## src/rtl/iob_fifo_wptr_ctrl_pkg.sv

```systemverilog
// Shared definitions for the dual-clock FIFO pointer controllers.
// Holds the default geometry and width-generic Gray/binary conversion helpers.
// The helpers work at MAX_W bits: zero-extend narrower values, then truncate the result.
package iob_fifo_wptr_ctrl_pkg;

    localparam int unsigned ADDR_W_DFLT = 4;
    localparam int unsigned PTR_W_DFLT  = ADDR_W_DFLT + 1;
    localparam int unsigned DEPTH_DFLT  = 1 << ADDR_W_DFLT;
    localparam int unsigned MAX_W       = 17;

    // Binary to reflected Gray code.
    function automatic logic [MAX_W-1:0] bin2gray(input logic [MAX_W-1:0] b);
        return b ^ (b >> 1);
    endfunction

    // Gray to binary: each binary bit is the XOR of all Gray bits at or above it.
    // Zero upper bits leave the running XOR at 0, so any width up to MAX_W works.
    function automatic logic [MAX_W-1:0] gray2bin(input logic [MAX_W-1:0] g);
        logic [MAX_W-1:0] b;
        logic             acc;
        b   = '0;
        acc = 1'b0;
        for (int i = MAX_W - 1; i >= 0; i--) begin
            acc  = acc ^ g[i];
            b[i] = acc;
        end
        return b;
    endfunction

endpackage

```

## src/rtl/iob_gray2bin.sv

```systemverilog
// Combinational Gray-to-binary converter, shared by the write and read pointer controllers.
// Ports: gray_i (W-bit Gray code in), bin_o (W-bit binary out).
module iob_gray2bin
    import iob_fifo_wptr_ctrl_pkg::*;
#(
    parameter int unsigned W = PTR_W_DFLT
) (
    input  logic [W-1:0] gray_i,
    output logic [W-1:0] bin_o
);

    assign bin_o = W'(gray2bin(MAX_W'(gray_i)));

endmodule

```

## src/rtl/iob_fifo_wptr_ctrl.sv

```systemverilog
// Write-side pointer controller for a dual-clock FIFO, entirely in the write domain.
// Ports: clk_i/cke_i/rst_n_i (clock, enable, sync active-low reset); w_en_i push request;
// r_ptr_gray_i synchronized read Gray pointer; ovf_clr_i clears sticky overflow;
// w_mem_en_o RAM write strobe (combinational); w_addr_o RAM address; w_ptr_gray_o Gray
// write pointer to the read domain; w_full_o, w_level_o, w_overflow_o registered status.
module iob_fifo_wptr_ctrl
    import iob_fifo_wptr_ctrl_pkg::*;
#(
    parameter int unsigned ADDR_W = ADDR_W_DFLT
) (
    input  logic              clk_i,
    input  logic              cke_i,
    input  logic              rst_n_i,
    input  logic              w_en_i,
    input  logic [ADDR_W:0]   r_ptr_gray_i,
    input  logic              ovf_clr_i,
    output logic              w_mem_en_o,
    output logic [ADDR_W-1:0] w_addr_o,
    output logic [ADDR_W:0]   w_ptr_gray_o,
    output logic              w_full_o,
    output logic [ADDR_W:0]   w_level_o,
    output logic              w_overflow_o
);

    localparam int unsigned PTR_W = ADDR_W + 1;
    // Full when write Gray equals read Gray with its top two bits inverted.
    localparam logic [PTR_W-1:0] FULL_MASK = PTR_W'(3) << (PTR_W - 2);

    logic [PTR_W-1:0] wbin_q, wbin_d;
    logic [PTR_W-1:0] wgray_q, wgray_d;
    logic [PTR_W-1:0] level_q, level_d;
    logic             full_q, full_d;
    logic             ovf_q, ovf_d;
    logic [PTR_W-1:0] rbin;
    logic             accept;

    iob_gray2bin #(
        .W (PTR_W)
    ) u_rptr_g2b (
        .gray_i (r_ptr_gray_i),
        .bin_o  (rbin)
    );

    // Push acceptance and next pointer/status values.
    always_comb begin
        accept  = w_en_i & ~full_q & cke_i & rst_n_i;
        wbin_d  = wbin_q + PTR_W'(accept);
        wgray_d = PTR_W'(bin2gray(MAX_W'(wbin_d)));
        full_d  = (wgray_d == (r_ptr_gray_i ^ FULL_MASK));
        level_d = wbin_d - rbin;
        // Set wins over clear.
        ovf_d   = (w_en_i & full_q) | (ovf_q & ~ovf_clr_i);
    end

    // Enabled register bank; reset overrides the clock enable.
    always_ff @(posedge clk_i) begin
        if (!rst_n_i) begin
            wbin_q  <= '0;
            wgray_q <= '0;
            level_q <= '0;
            full_q  <= 1'b0;
            ovf_q   <= 1'b0;
        end else if (cke_i) begin
            wbin_q  <= wbin_d;
            wgray_q <= wgray_d;
            level_q <= level_d;
            full_q  <= full_d;
            ovf_q   <= ovf_d;
        end
    end

    assign w_mem_en_o   = accept;
    assign w_addr_o     = wbin_q[ADDR_W-1:0];
    assign w_ptr_gray_o = wgray_q;
    assign w_full_o     = full_q;
    assign w_level_o    = level_q;
    assign w_overflow_o = ovf_q;

endmodule

```

## config.mk

```make
export PLATFORM = sky130hd
export DESIGN_NAME = iob_fifo_wptr_ctrl
export DESIGN_NICKNAME = d
export VERILOG_FILES = /design/src/rtl/iob_fifo_wptr_ctrl_pkg.sv /design/src/rtl/iob_gray2bin.sv /design/src/rtl/iob_fifo_wptr_ctrl.sv
export SDC_FILE = /design/constraint.sdc
export NUM_CORES = 1
export LEC_CHECK = 0
export BUFFER_PORTS_ARGS = -buffer_cell sky130_fd_sc_hd__buf_2
export CORE_AREA = 2 2 48 55
export DETAILED_ROUTE_END_ITERATION = 10
export DIE_AREA = 0 0 50 57
export PLACE_DENSITY = 0.8
export SLEW_MARGIN = 25
export SYNTH_ARGS = -nofsm -noshare
export SYNTH_HDL_FRONTEND = slang
export SYNTH_HIERARCHICAL = 1
export SYNTH_SLANG_ARGS = --single-unit
export TNS_END_PERCENT = 20
```

## constraint.sdc

```tcl
create_clock -name clk_i -period 3.6 [get_ports clk_i]
set_input_delay 0.9 -clock clk_i [delete_from_list [all_inputs] [get_ports clk_i]]
set_output_delay 0.9 -clock clk_i [all_outputs]
set_load 0.05 [all_outputs]
```

==> run_results.csv <==
group,metric,value,unit
status,outcome,"finished, final reports clean",
clocking,clkTransAtPathRegs,0.09,ns
routing,routedWlPerCell,13.3,um
hold_path,hp-class,"reg -> reg",
floorplan,io_pins,27,
pwr,ir_worst_vdd,0.000175,V
critical_path,end_kind,"flip-flop",
global_routing,grt_pass1_wl,3760,um
cells_and_area,final_cell_mix,"buf_2, dfxtp_1, nor2_1",
sta,fin_crit,3.05,ns
global_routing,overflow,0,
clocking,cts_setup_buffers,0,
cells_and_area,antennaDiodeCount,0,
clocking,htree_levels,1,
synthesis,synth_top_flop_cell,"dfxtp_1",
cells_and_area,drive_gt1_share,31.7,%
sta,setup_viol,0,
critical_path,critical_path_class,"in -> reg",
sta,hold_slack,0.487,ns
hold_path,holdPathStages,2,
floorplan,start_util,48.6,%
routing,via_per_inst,5.25,
cells_and_area,area_delta_synth_final,17.3,%
hold_path,min_from,"w_level_o[3]$_SDFFE_PN0P_",
clocking,clockRootBuffer,"clkbuf_4",
routing,wl,2300,um
synthesis,ys_types,42,
critical_path,ff2ff_path_depth,9,
synthesis,synth-seq-area-share,28.0,%
cells_and_area,finish.net_count,160,
hold_path,min_to,"w_level_o[3]$_SDFFE_PN0P_",
synthesis,synthCells,119,
pwr,powerDensity,319,nW/um^2
sta,rsz0062_at_grt,"false",
routing,vias,909,
clocking,cts_buffer_depth,2,
sta,tightest_slew,0.519,ns
routing,drt_iter0_markers,9,
sta,fmax,0.328,GHz
cells_and_area,final_common_cell,"buf_2",
critical_path,cp.arrival,3.23,ns
floorplan,row_count,19,
clocking,cts.sinks,16,
pwr,finalPower,0.428,mW
sta,hold_viol_final,0,
sta,slew-limit-headroom,65.4,%
sta,skew,0.000731,ns
job,cap_violations,0,
sta,period_share,84.6,%
routing,ant_nets,0,
critical_path,r2r_slack,1.01,ns
routing,route.detailed.drc,0,
synthesis,synth-seq-cells,16,
synthesis,synth_area_leaders,"dfxtp_1, xor2_1, xnor2_1",
clocking,cts_resized,0,
sta,finalMaxSlewViolations,0,
synthesis,yosysTopAreaCellShare,28.0,%
global_routing,grt_max_degree,25,
place,dpl.hpwl,1780,um
critical_path,rr_startpoint,"w_full_o$_SDFFE_PN0P_",
global_routing,antenna_found_initial,0,
floorplan,die_h,57,um
cells_and_area,final_util,57.0,%
critical_path,critPathRequiredTime,3.78,ns
clocking,holdBufCountCts,0,
global_routing,grt_pass1_vias,851,
sta,setup_tns,0,ns
global_routing,track_usage,17.1,%
synthesis,synthArstFlopShare,0,%
synthesis,synth_nets,135,
place,port_buffers,26,
synthesis,yosysTopAreaCell,"dfxtp_1",
synthesis,synth_warnings,6,
clocking,clock_insertion_delay_worst_skew,0.28,ns
synthesis,netlist_area,1140,um^2
synthesis,syn-mean-instance-area,9.61,um^2
floorplan,die_area,2850,um^2
clocking,cts_tree,"done",
critical_path,r2r_end,"w_level_o[4]$_SDFFE_PN0P_",
synthesis,synth_edf_count,0,
pwr,leakage,0.615,nW
floorplan,die_x,50,um
critical_path,path_max_fanout,10,
floorplan,core_area,2350,um^2
routing,drt_pass1_iterations,5,
critical_path,start_kind,"primary input",
place,gp_congestion,0.833,
clocking,cts_buffers,3,
## cells by family (layout without fill, tap and decap cells)
kind of cell,Yosys count,in the layout,share of synthesized area (%)
AND/OR/NAND/NOR,33,33,14.4
XOR/XNOR,25,25,25.9
AO/OA/AOI/OAI,18,18,12.3
flip-flops,16,16,28.0
buffers and inverters,15,38,6.78
adder cells (fa/ha/maj),7,7,8.21
multiplexers,5,5,4.38
## metal layers
layer  up-vias  track usage [%]  wire [um]
met4         0             11.1         45
met3         4             2.62        107
met5         -                0          0
met1       420             21.3        993
met2        32             27.3       1150
li1        453                -          -
## worst max-delay path by stage
stage | startpoint | endpoint | slack (ns) | depth (start not counted)
finish | rst_n_i | w_level_o[4]$_SDFFE_PN0P_ | 0.55 | 11
global route | rst_n_i | w_level_o[4]$_SDFFE_PN0P_ | 0.39 | 11
CTS | rst_n_i | w_level_o[4]$_SDFFE_PN0P_ | 0.55 | 11
detailed placement | rst_n_i | w_level_o[4]$_SDFFE_PN0P_ | 0.25 | 11
global placement | rst_n_i | w_level_o[4]$_SDFFE_PN0P_ | 0.31 | 11
floorplan | rst_n_i | w_level_o[4]$_SDFFE_PN0P_ | -0.12 | 11
## metrics by stage
| stage | instance area (um^2) | std cells | worst slack, ns |
|---|---|---|---|
| after floorplan | 1190 | 119 | -0.115 |
| after global placement | 1320 | 170 | 0.314 |
| after detailed placement | 1320 | 170 | 0.249 |
| after CTS | 1340 | 173 | 0.551 |
| after global routing | 1340 | 173 | 0.392 |
| final | 1340 | 173 | 0.554 |
## synth_stat cells, drive strengths merged, types with 2 or more instances
library cell / count
dfxtp: 16
nor2: 15
xor2: 14
xnor2: 9
inv: 7
a211oi: 6
buf: 6
ha: 5
mux2i: 5
nand2: 4
and3: 3
nand3: 3
nor3: 3
a21oi: 2
clkbuf: 2
o31ai: 2
## worst max-delay path, cell delays in order
cell	delay [ns]
buf_2	0.11
inv_1	0.08
nor4b_4	0.30
ha_2	0.29
ha_4	0.24
xor2_4	0.27
ha_4	0.19
a21oi_1	0.07
maj3_2	0.31
or3_1	0.34
o2111a_1	0.13
## final cells by class
type / instances / area, um^2
sequential: 16 / 320
multi-input combinational: 88 / 788
inverter: 7 / 26.3
tap: 31 / 38.8
timing repair buffer: 28 / 145
fill: 210 / 1010
clock buffer: 3 / 22.5
## flip-flops by register name (all words and copies together), names as in the netlist
| register | cells |
|---|---|
| w_level_o | 5 |
| wbin_q | 5 |
| w_ptr_gray_o | 4 |
| w_full_o | 1 |
| w_overflow_o | 1 |
## where the power goes
part	total [mW]	internal, mW	switching, mW
clock network	0.0928	0.0388	0.0539
logic	0.144	0.0545	0.0893
registers	0.192	0.187	0.00502
total	0.428	0.280	0.148
No activity file was read; power rests on OpenSTA's default activity.
